[src/rtl/cesar_sched_pkg.sv]
// Shared types and widths for the cesarcipher job scheduler.
package cesar_sched_pkg;

  localparam int unsigned PALAVRA_W = 64;
  localparam int unsigned N_W       = 32;
  localparam int unsigned JOB_ID_W  = 4;

  typedef enum logic [1:0] {
    S_IDLE   = 2'd0,
    S_LAUNCH = 2'd1,
    S_WAIT   = 2'd2,
    S_REPORT = 2'd3
  } state_e;

  typedef struct packed {
    logic [PALAVRA_W-1:0] addr;
    logic [N_W-1:0]       n;
    logic [JOB_ID_W-1:0]  id;
  } job_t;

endpackage

[src/rtl/cesar_job_fifo.sv]
// Job queue: DEPTH-entry FIFO of job_t with registered count and status flags.
module cesar_job_fifo
  import cesar_sched_pkg::*;
#(
  parameter int unsigned DEPTH = 4
) (
  input  logic                   clock,
  input  logic                   reset,
  input  logic                   push,
  input  job_t                   push_data,
  input  logic                   pop,
  output job_t                   pop_data,
  output logic [$clog2(DEPTH):0] count,
  output logic                   empty,
  output logic                   ready
);

  localparam int unsigned PTR_W = $clog2(DEPTH);
  localparam int unsigned CNT_W = PTR_W + 1;

  job_t             mem_q [DEPTH];
  job_t             mem_d [DEPTH];
  logic [PTR_W-1:0] wr_ptr_q, wr_ptr_d;
  logic [PTR_W-1:0] rd_ptr_q, rd_ptr_d;
  logic [CNT_W-1:0] count_q, count_d;
  logic             empty_q, empty_d;
  logic             ready_q, ready_d;
  logic             do_push, do_pop;

  // Guard against overflow/underflow regardless of caller discipline.
  always_comb begin
    do_push  = push && (count_q < CNT_W'(DEPTH));
    do_pop   = pop && (count_q != '0);
    mem_d    = mem_q;
    wr_ptr_d = wr_ptr_q;
    rd_ptr_d = rd_ptr_q;
    if (do_push) begin
      mem_d[wr_ptr_q] = push_data;
      wr_ptr_d        = wr_ptr_q + PTR_W'(1);
    end
    if (do_pop) begin
      rd_ptr_d = rd_ptr_q + PTR_W'(1);
    end
    count_d = count_q + CNT_W'(do_push) - CNT_W'(do_pop);
    empty_d = (count_d == '0);
    ready_d = (count_d < CNT_W'(DEPTH));
  end

  always_ff @(posedge clock) begin
    if (reset) begin
      wr_ptr_q <= '0;
      rd_ptr_q <= '0;
      count_q  <= '0;
      empty_q  <= 1'b1;
      ready_q  <= 1'b1;
    end else begin
      wr_ptr_q <= wr_ptr_d;
      rd_ptr_q <= rd_ptr_d;
      count_q  <= count_d;
      empty_q  <= empty_d;
      ready_q  <= ready_d;
    end
  end

  // Storage needs no reset: pointers define validity.
  always_ff @(posedge clock) begin
    mem_q <= mem_d;
  end

  assign pop_data = mem_q[rd_ptr_q];
  assign count    = count_q;
  assign empty    = empty_q;
  assign ready    = ready_q;

endmodule

[src/rtl/cesar_job_scheduler.sv]
// Queues cipher jobs and runs them one at a time on the cesarcipher HLS core,
// reporting each completion with its tag and accept-to-done latency.
module cesar_job_scheduler
  import cesar_sched_pkg::*;
#(
  parameter int unsigned DEPTH = 4,
  parameter int unsigned ID_W  = JOB_ID_W,
  parameter int unsigned CYC_W = 32
) (
  input  logic                   clock,
  input  logic                   reset,
  input  logic                   job_valid,
  output logic                   job_ready,
  input  logic [63:0]            job_addr,
  input  logic [31:0]            job_n,
  input  logic [ID_W-1:0]        job_id,
  output logic                   cc_start,
  input  logic                   cc_busy,
  output logic [63:0]            cc_palavra,
  output logic [31:0]            cc_n,
  input  logic                   cc_done,
  output logic                   cc_stall,
  output logic                   cmp_valid,
  input  logic                   cmp_ready,
  output logic [ID_W-1:0]        cmp_id,
  output logic [CYC_W-1:0]       cmp_cycles,
  output logic [$clog2(DEPTH):0] q_count,
  output logic                   idle,
  output logic                   err_spurious
);

  localparam int unsigned CNT_W = $clog2(DEPTH) + 1;

  state_e           state_q, state_d;
  job_t             arg_q, arg_d;
  logic [CYC_W-1:0] cnt_q, cnt_d, cnt_inc;
  logic             cc_start_q, cc_start_d;
  logic             cc_stall_q, cc_stall_d;
  logic             cmp_valid_q, cmp_valid_d;
  logic [ID_W-1:0]  cmp_id_q, cmp_id_d;
  logic [CYC_W-1:0] cmp_cycles_q, cmp_cycles_d;
  logic             idle_q, idle_d;
  logic             err_q, err_d;

  logic             fifo_push, fifo_pop, fifo_empty, fifo_ready;
  logic [CNT_W-1:0] fifo_count, count_nxt;
  job_t             fifo_in, fifo_head;

  assign fifo_push = job_valid && fifo_ready;
  assign fifo_in   = '{addr: job_addr, n: job_n, id: JOB_ID_W'(job_id)};

  cesar_job_fifo #(.DEPTH(DEPTH)) u_fifo (
    .clock     (clock),
    .reset     (reset),
    .push      (fifo_push),
    .push_data (fifo_in),
    .pop       (fifo_pop),
    .pop_data  (fifo_head),
    .count     (fifo_count),
    .empty     (fifo_empty),
    .ready     (fifo_ready)
  );

  assign cnt_inc = (cnt_q == '1) ? cnt_q : cnt_q + CYC_W'(1);

  always_comb begin
    state_d      = state_q;
    arg_d        = arg_q;
    cnt_d        = cnt_q;
    cmp_valid_d  = cmp_valid_q;
    cmp_id_d     = cmp_id_q;
    cmp_cycles_d = cmp_cycles_q;
    fifo_pop     = 1'b0;
    unique case (state_q)
      S_IDLE: begin
        if (!fifo_empty) begin
          fifo_pop = 1'b1;
          arg_d    = fifo_head;
          state_d  = S_LAUNCH;
        end
      end
      S_LAUNCH: begin
        if (!cc_busy) begin
          cnt_d   = '0;
          state_d = S_WAIT;
        end
      end
      S_WAIT: begin
        cnt_d = cnt_inc;
        if (cc_done) begin
          cmp_id_d     = ID_W'(arg_q.id);
          cmp_cycles_d = cnt_inc;
          cmp_valid_d  = 1'b1;
          state_d      = S_REPORT;
        end
      end
      S_REPORT: begin
        if (cmp_ready) begin
          cmp_valid_d = 1'b0;
          state_d     = S_IDLE;
        end
      end
      default: state_d = S_IDLE;
    endcase
    // Outputs are registered copies of the next-state decode.
    count_nxt  = fifo_count + CNT_W'(fifo_push) - CNT_W'(fifo_pop);
    cc_start_d = (state_d == S_LAUNCH);
    cc_stall_d = (state_d != S_WAIT);
    idle_d     = (count_nxt == '0) && (state_d == S_IDLE);
    err_d      = err_q || (cc_done && (state_q != S_WAIT));
  end

  always_ff @(posedge clock) begin
    if (reset) begin
      state_q      <= S_IDLE;
      arg_q        <= '0;
      cnt_q        <= '0;
      cc_start_q   <= 1'b0;
      cc_stall_q   <= 1'b1;
      cmp_valid_q  <= 1'b0;
      cmp_id_q     <= '0;
      cmp_cycles_q <= '0;
      idle_q       <= 1'b1;
      err_q        <= 1'b0;
    end else begin
      state_q      <= state_d;
      arg_q        <= arg_d;
      cnt_q        <= cnt_d;
      cc_start_q   <= cc_start_d;
      cc_stall_q   <= cc_stall_d;
      cmp_valid_q  <= cmp_valid_d;
      cmp_id_q     <= cmp_id_d;
      cmp_cycles_q <= cmp_cycles_d;
      idle_q       <= idle_d;
      err_q        <= err_d;
    end
  end

  assign job_ready    = fifo_ready;
  assign cc_start     = cc_start_q;
  assign cc_palavra   = arg_q.addr;
  assign cc_n         = arg_q.n;
  assign cc_stall     = cc_stall_q;
  assign cmp_valid    = cmp_valid_q;
  assign cmp_id       = cmp_id_q;
  assign cmp_cycles   = cmp_cycles_q;
  assign q_count      = fifo_count;
  assign idle         = idle_q;
  assign err_spurious = err_q;

endmodule

[config.mk]
export PLATFORM = sky130hd
export DESIGN_NAME = cesar_job_scheduler
export DESIGN_NICKNAME = d
export VERILOG_FILES = /design/src/rtl/cesar_sched_pkg.sv /design/src/rtl/cesar_job_fifo.sv /design/src/rtl/cesar_job_scheduler.sv
export SDC_FILE = /design/constraint.sdc
export NUM_CORES = 1
export LEC_CHECK = 0
export ABC_AREA = 0
export CAP_MARGIN = 30
export CORE_MARGIN = 10
export CORE_UTILIZATION = 52
export DETAILED_ROUTE_END_ITERATION = 8
export GPL_TIMING_DRIVEN = 0
export PLACE_DENSITY_LB_ADDON = 0.1
export SYNTH_ARGS = -nofsm -noshare
export SYNTH_HDL_FRONTEND = slang
export SYNTH_HIERARCHICAL = 1
export SYNTH_SLANG_ARGS = --single-unit
[constraint.sdc]
create_clock -name clock -period 4.9 [get_ports clock]
set_input_delay 1.225 -clock clock [delete_from_list [all_inputs] [get_ports clock]]
set_output_delay 1.225 -clock clock [all_outputs]
set_load 0.005 [all_outputs]
* After elaboration in Yosys (flattened, before gate mapping)
Cells that the tools add are included.
** Word-level totals
- Register bits after elaboration :: 584
- Latch bits :: 0
- RAM bits :: 0
- ROM bits :: 0
- Bits of input ports :: 106
- Output and inout port bits :: 141
- Logic and storage cells :: 91
- Memories :: 0
** Operators by class
- Add/subtract/negate cells :: 7
- Multiply operators :: 0
- Divide/modulo/power cells :: 0
- Magnitude comparators :: 5
- Equality and inequality tests :: 10
- Shift operators :: 0
- Multiplexer cells :: 19
- Bitwise logic cells :: 3
- Reduce and logical (&&, ||, !) cells :: 18
** Operators with widths (count)
- $bwmux 400 :: 1
- $mux 100 :: 3
- $bmux 100 s2 :: 1
- $demux 100 s2 :: 1
- $mux 32 :: 2
- $pmux 32 s2 :: 1
- $add 32x1->32 const B :: 1
- $eq 32x32->1 const B :: 1
- $ne 2x2->1 const B :: 5
- $mux 2 :: 4
- $pmux 2 s4 :: 1
- $add 3x1->3 :: 2
- $ge 3x3->1 const B :: 2
- $logic_and 1x1->1 :: 6
- $logic_not 3->1 :: 2
- $lt 3x3->1 const B :: 2
- $not 2->3 :: 2
- $reduce_and 2->1 :: 3
- $sub 3x1->3 :: 2
- $add 2x1->2 const B :: 2
- $eq 2x1->1 const B :: 2
- $eq 2x2->1 const B :: 2
- $logic_not 2->1 :: 2
- $mux 1 :: 4
- other kinds (7) :: 8

* Longest topological paths before layout
Gate-level depths: netlist (run 1).
- Word-level depth :: 6
- Mapped depth :: 13
- Depth with buffers taken out :: 11

* Hierarchy
Netlist (run 1), hierarchy kept.
** By module, submodules not included
- cesar_job_fifo :: instances 1, cells an instance 568, area an instance 14883.0 µm², sequential area each 12191.7 µm²
- cesar_job_scheduler :: instances 1, cells an instance 1018, area an instance 8085.3 µm², sequential area each 3503.4 µm²

* Worst setup path before layout (run 1)
OpenSTA, ideal clock, no wires.
- Path kind :: input to register
- Start :: input job_valid
- End :: register u_fifo/mem_q[0] (netlist name) (enable)
- Setup time :: 470 ps
- Data arrival time :: 4044 ps
- Data required time :: 4430 ps
- Slack :: 385 ps
- Cell stages on the path :: 4
- Buffers on the path :: 1
- Cell sequence :: and2_1 nor2b_1 clkbuf_1 and2_1
** Between the ends
- Longest elaborated chain between the ends :: 2
** RTL lines
- start: declaration :: RTL line cesar_job_scheduler.sv:12 : input logic job_valid,
- $logic_and 1x1->1 :: RTL line cesar_job_scheduler.sv:49 : assign fifo_push = job_valid && fifo_ready;
- $logic_and 1x1->1 :: RTL line cesar_job_fifo.sv:32 : do_push = push && (count_q < CNT_W'(DEPTH));
- end signal: assignment :: RTL line cesar_job_fifo.sv:67 : mem_q <= mem_d;
- end: declaration :: RTL line cesar_job_fifo.sv:21 : job_t mem_q [DEPTH];
Every way passes these cells.
A chain may end at the register's enable or synchronous reset.

* Worst setup path after layout (run 1)
- Start :: register state_q[1]
- End :: register u_fifo.ready_q (netlist: u_fifo/ready)
** Between the ends
- Longest elaborated chain between the ends :: 5
** RTL lines
- start: declaration :: RTL line cesar_job_scheduler.sv:34 : state_e state_q, state_d;
- start signal: assignment :: RTL line cesar_job_scheduler.sv:126 : state_q <= state_d;
- $logic_not 2->1 :: RTL line cesar_job_scheduler.sv:74 : unique case (state_q)
- $mux 1 :: RTL line cesar_job_scheduler.sv:74
- net fifo_pop :: RTL line cesar_job_scheduler.sv:45 : logic fifo_push, fifo_pop, fifo_empty, fifo_ready;
- $logic_and 1x1->1 :: RTL line cesar_job_fifo.sv:33 : do_pop = pop && (count_q != '0);
- net u_fifo.do_pop :: RTL line cesar_job_fifo.sv:28 : logic do_push, do_pop;
- $sub 3x1->3 :: RTL line cesar_job_fifo.sv:44 : count_d = count_q + CNT_W'(do_push) - CNT_W'(do_pop);
- $lt 3x3->1 :: RTL line cesar_job_fifo.sv:46 : ready_d = (count_d < CNT_W'(DEPTH));
- end signal: assignment :: RTL line cesar_job_fifo.sv:61 : ready_q <= ready_d;
- end: declaration :: RTL line cesar_job_fifo.sv:27 : logic ready_q, ready_d;
The timed path passes the listed nets, and every way through them passes these cells.

==> reports/metrics.csv, run 1 <==
metric,value,unit
flip-flop and latch count after synthesis,584,
CP top delay family,buffers and inverters,
Compound-Gate Fraction of Synth Area,0.0673,
Synth Area in XOR/XNOR,0.00763,
slowest cell on the critical path,clkbuf_1,
CTS hold repair buffers,0,
first-pass GRT wire length,84100,um
Post-Syn Area,23000,um^2
worst vdd ir,0.362,mV
initial antenna violation count,10,
post-route minimum period,3.44,ns
DRT Pass-1 Iters,5,
Syn Inst Count,1586,
most frequent cells in the layout,"edfxtp_1 (400), nand2_1 (248), clkdlybuf4s50_1 (246)",
CP Launch Type,flip-flop,
Area Overhead vs Synth,22.5,%
final hold slack,0.451,ns
Flop pwr share,0.449,
Slew Limit Fails,0,
I/O Pins,247,
Clk pwr share,0.294,
ys async rst share,0,
total CTS buffers,59,
power per cell area,506,nW/um^2
DIE HEIGHT,230,um
YS warnings,6,
"commonest non-fill, non-tap cell in the layout",edfxtp_1,
CTS Sinks,584,
Avg WL per Cell,21.6,um
WP data required,5.40,ns
RePlAce Congestion,0.851,
Max-Cap Viols,0,
All-Layer GR Usage,0.205,
Fin. Hold Viols,0,
post-synthesis mux area share,0.100,
simple-gate share of the synthesized area,0.0798,
final worst-path cycle share,0.702,
Layout Nets,2017,
drt via density,5.50,
Gate power share,0.257,
Int Pwr,10.4,mW
Syn Nets,1703,
leakage power,9.40,nW
Worst-path clk slew,0.06,ns
overall routed net length,54800,um
Port Buf Inserts,246,
sequential element share of the synthesized area,0.683,
CP max stage delay,0.54,ns
CP endpoint kind,flip-flop,
CTS max path bufs,3,
RSZ-0062 raised after global routing,no,
Worst Tran Pin Value,0.900,ns
# DRC,0,
vias in the first global route,14100,
crit-path cells,clkbuf_1 -> or3_1 -> inv_1 -> clkbuf_1 -> o31a_1 -> ha_1 -> inv_1 -> ha_1 -> inv_1 -> fa_1 -> xor2_1 -> xnor2_1 -> or2_2,
ys flop type,edfxtp_1,
via count,14000,
total core area,43400,um^2
post-CTS sizing,0,
Setup Skew,0.00961,ns
Hold Crit Class,flip-flop to flip-flop,
Final Setup Violations,0,
post-synthesis adder-cell area fraction,0.00665,
initial core utilization,0.530,
CTS tree,built,
largest family of logic cells by synthesized area,multiplexers,
largest net degree at the start of global routing,56,
Final Cell Area,28100,um^2
distinct cell type count after synthesis,60,
DRT antenna net count,0,
register area,15700,um^2
Detailed Place HPWL,36300,um
Rows,76,
multi-input logic area,6020,um^2
switching power,3.89,mW
filler instances,3283,
outcome,"complete, no violations",
gr ovfl total,0,
Util after Layout,0.649,
"most used cell, CP",inv_1,
initial drt markers,1123,
headroom to the max-slew limit,0.400,
Crit Path Category,flip-flop to flip-flop,
critical path peak fanout,12,
sw frac,0.273,
Achievable Freq,291,MHz
Post-synth EDFFs,400,
synthesized area per cell,14.5,um^2
H-tree depth,2,
worst endpoint data arrival time,3.94,ns
later-pin clock latency in the skew report,0.62,ns
Clock Tree Root,clkbuf_16,
CP Buf/Inv Count,5,
die width,230,um
post-CTS setup buffers,0,
Area after DPL,26300,um^2
die area,53000,um^2
layout cells sized above 1,0.173,
synthesized netlist by cell type, types with 8 or more instances:
cell type,instances,area [um^2]
xnor2_1,16,140
a21oi_1,136,681
nand3_1,16,80.1
a31oi_1,26,163
o21ai_0,41,205
dfxtp_1,184,3680
and2_1,8,50.1
nor3_1,10,50.1
mux4_2,101,2270
buf_6,9,101
buf_2,23,115
nand4_1,15,93.8
and4_1,9,78.8
ha_1,9,113
nand2_1,248,931
or3_1,13,81.3
nor2_1,34,128
buf_4,102,766
and3_1,13,81.3
clkbuf_1,56,210
edfxtp_1,400,12000
inv_1,18,67.6
a211oi_1,12,90.1
final timing paths:
check	start	end	slack, ns	depth (start not counted)
max	state_q[1]	u_fifo/ready	1.46	13
max reg2reg	state_q[1]	u_fifo/ready	1.46	13
min reg2reg	arg_q[3]	cmp_id[3]	0.45	2
min	arg_q[3]	cmp_id[3]	0.45	2
logic make-up after synthesis:
group | count (synthesis)
AO/OA/AOI/OAI | 259
XOR/XNOR | 20
adder cells (fa/ha/maj) | 11
buffers and inverters | 209
flip-flops | 584
multiplexers | 104
AND/OR/NAND/NOR | 399
layout make-up:
| type | instances | area share |
|---|---|---|
| timing repair buffer | 253 | 0.0935 |
| multi-input combinational | 793 | 0.214 |
| tap | 585 | 0.0260 |
| clock buffer | 84 | 0.0572 |
| inverter | 18 | 0.00240 |
| sequential | 584 | 0.558 |
| antenna | 3 | 0.000267 |
| clock inverter | 28 | 0.00662 |
| buffer | 191 | 0.0425 |
state kept, by name (all words and copies together) (netlist names), 2 cells and up:
register and count:
arg_q 4, cc_n 32, cc_palavra 64, cmp_cycles 32, cmp_id 4, cnt_q 32, state_q 2, u_fifo/count 3
u_fifo/mem_q 400, u_fifo/rd_ptr_q 2, u_fifo/wr_ptr_q 2
per-stage QoR:
step,setup TNS [ns],std cells,power [mW],worst slack [ns]
after global routing,0,2539,14.9,1.28
after detailed placement,0,2424,10.2,0.909
after global placement,-871.80,2417,10.2,-2.24
after CTS,0,2536,14.4,1.46
after floorplan,0,1586,8.74,0.385
final,0,2539,14.2,1.46
layer usage:
metal  GRT usage  vias up  share of wire
met1       0.262     7003           0.42
met5           0        -         0.0014
met3      0.0527       84          0.067
li1            -     6493              -
met2       0.342      382           0.49
met4      0.0549       12          0.021
power by group through the flow:
stage	logic (mW)	registers [mW]	clock network, mW
3_5_place_dp	3.72	6.50	0
2_1_floorplan	2.28	6.46	0
6_report	3.66	6.40	4.18
5_1_grt	3.98	6.48	4.48
4_1_cts	3.74	6.41	4.27
3_3_place_gp	3.62	6.56	0
worst min-delay path, cell delays in order (launching register included):
cell and delay (ns):
dfxtp_1 0.31, nand2_1 0.05, a21oi_1 0.05
Power figures use the tool's default switching activity.
==> run 2, diff against run 1 <==
--- a/config.mk
+++ b/config.mk
@@ -8,7 +8,7 @@
 export ABC_AREA = 0
 export CAP_MARGIN = 30
 export CORE_MARGIN = 10
-export CORE_UTILIZATION = 52
+export CORE_UTILIZATION = 51
 export DETAILED_ROUTE_END_ITERATION = 8
 export GPL_TIMING_DRIVEN = 0
 export PLACE_DENSITY_LB_ADDON = 0.1
==> constraint.sdc (replaced) <==
create_clock -name clock -period 2.83 [get_ports clock]
set_input_delay 0.7075 -clock clock [delete_from_list [all_inputs] [get_ports clock]]
set_output_delay 0.7075 -clock clock [all_outputs]
set_load 0.005 [all_outputs]
==> run 2 against run 1 <==
Clock skew is 0.0083 ns higher. Clock power up 89%. Die area rose by 1.8%. First-iteration DRC count down 11%. Final cell count is 0.35% higher. Via count decreased by 0.17%. Critical endpoint unchanged. Largest cell class unchanged. Largest power group unchanged. Highest routed layer unchanged.
==> reports/metrics.csv, run 2 (synthesis gave the netlist of run 1 again) <==
metric,value,unit
outcome,"complete, no violations",
drt via density,5.47,
Port Buf Inserts,246,
Setup Skew,0.0179,ns
DIE HEIGHT,232,um
critical path peak fanout,9,
post-route minimum period,2.66,ns
Int Pwr,18.7,mW
first-pass GRT wire length,82900,um
Hold Crit Class,flip-flop to flip-flop,
H-tree depth,2,
later-pin clock latency in the skew report,0.62,ns
"commonest non-fill, non-tap cell in the layout",edfxtp_1,
leakage power,9.54,nW
vias in the first global route,14200,
initial drt markers,1005,
Achievable Freq,375,MHz
headroom to the max-slew limit,0.397,
layout cells sized above 1,0.183,
Worst-path clk slew,0.06,ns
CTS max path bufs,3,
CTS hold repair buffers,0,
die width,232,um
final hold slack,0.453,ns
Detailed Place HPWL,36300,um
Max-Cap Viols,0,
Final Setup Violations,0,
Area after DPL,26400,um^2
Layout Nets,2020,
Gate power share,0.252,
CTS Sinks,584,
max reg flops,400,
R2R Setup Slk,0.17,ns
met2 Use GR,0.334,
CTS tree,built,
power per cell area,893,nW/um^2
total CTS buffers,58,
RSZ-0062 raised after global routing,no,
pre-CTS setup slack,-0.653,ns
largest net degree at the start of global routing,55,
DRT Pass-1 Iters,7,
DRT antenna net count,0,
GR peak layer,met2,
Area Overhead vs Synth,23.8,%
Clk pwr share,0.312,
Biggest register,u_fifo/mem_q,
Crit Path Category,flip-flop to flip-flop,
Rows,77,
met1 Usage GRT,0.252,
die area,53900,um^2
All-Layer GR Usage,0.200,
initial antenna violation count,11,
filler instances,3348,
switching power,6.70,mW
CP endpoint kind,flip-flop,
Fin. Hold Viols,0,
final worst-path cycle share,0.942,
overall routed net length,54500,um
met3 track demand over resource,0.0518,
initial core utilization,0.517,
Layout Cells excl Fill,2548,
I/O Pins,247,
Final Cell Area,28400,um^2
# DRC,0,
Clock Tree Root,clkbuf_16,
Flop pwr share,0.436,
WP data required,3.33,ns
Avg WL per Cell,21.4,um
Worst Tran Pin Value,0.904,ns
Slew Limit Fails,0,
final worst slack,0.165,ns
worst vdd ir,0.766,mV
RePlAce Congestion,0.853,
TNS Setup,0,ns
CP Launch Type,flip-flop,
gr ovfl total,0,
total core area,44400,um^2
worst endpoint data arrival time,3.16,ns
sw frac,0.264,
dpl cells,2431,
via count,14000,
most frequent cells in the layout,"edfxtp_1 (400), nand2_1 (248), clkdlybuf4s50_1 (246)",
[run 2: cell types whose count changed in the layout (fill, tap and decap cells not counted), moves of 3 or more]
cell / change
buf_4: +5
clkinv_2: -3
clkbuf_8: +7
clkbuf_1: -6
bufinv_16: +6
clkinv_1: -9
[run 2: power by group through the flow]
| stage | logic [mW] | registers (mW) | clock network [mW] |
|---|---|---|---|
| 2_1_floorplan | 3.95 | 11.1 | 0 |
| 6_report | 6.40 | 11.1 | 7.91 |
| 4_1_cts | 6.53 | 11.1 | 8.08 |
| 5_1_grt | 6.99 | 11.2 | 8.43 |
| 3_5_place_dp | 6.48 | 11.3 | 0 |
| 3_3_place_gp | 6.29 | 11.3 | 0 |
[run 2: what timing repair did]
| item | 4_1_cts | 5_1_grt |
|---|---|---|
| pin swaps | 0 | 2 |
| gates resized for setup | 4 | 9 |
| setup buffers | 0 | 4 |
| setup endpoints to repair | 3 | 8 |
[run 2: cell type report]
type	count	area, um^2	area share
sequential	584	15700	0.552
multi-input combinational	793	6030	0.212
timing repair buffer	258	2690	0.0947
clock buffer	88	1700	0.0596
buffer	190	1210	0.0425
tap	592	741	0.0261
clock inverter	20	290	0.0102
inverter	18	67.6	0.00238
antenna	5	12.5	0.000440
[run 2: worst max-delay path, cell delays in order, from the launching register on]
cell,delay (ns)
dfxtp_2,0.36
or3_4,0.41
inv_2,0.09
buf_8,0.09
o31a_1,0.15
ha_1,0.24
inv_1,0.05
ha_1,0.12
inv_1,0.05
fa_1,0.37
xor2_1,0.16
xnor2_1,0.17
or2_2,0.28
[run 2: path summary, 6_finish.rpt]
path | start | end | cells past startpoint
min | cc_palavra[19] | cc_palavra[19] | 2
max | state_q[1] | u_fifo/ready | 12
max reg2reg | state_q[1] | u_fifo/ready | 12
min reg2reg | cc_palavra[19] | cc_palavra[19] | 2
[run 2: routing by layer]
layer / share of wire / vias up
li1: - / 6514
met1: 0.41 / 6957
met2: 0.50 / 378
met3: 0.071 / 89
met4: 0.021 / 12
met5: 0.0015 / -
[run 2: stage by stage]
| stage | total power [mW] | utilization |
|---|---|---|
| final | 25.4 | 0.640 |
| after global routing | 26.6 | 0.640 |
| after CTS | 25.7 | 0.639 |
| after detailed placement | 17.7 | 0.594 |
| after global placement | 17.6 | 0.589 |
| after floorplan | 15.1 | - |
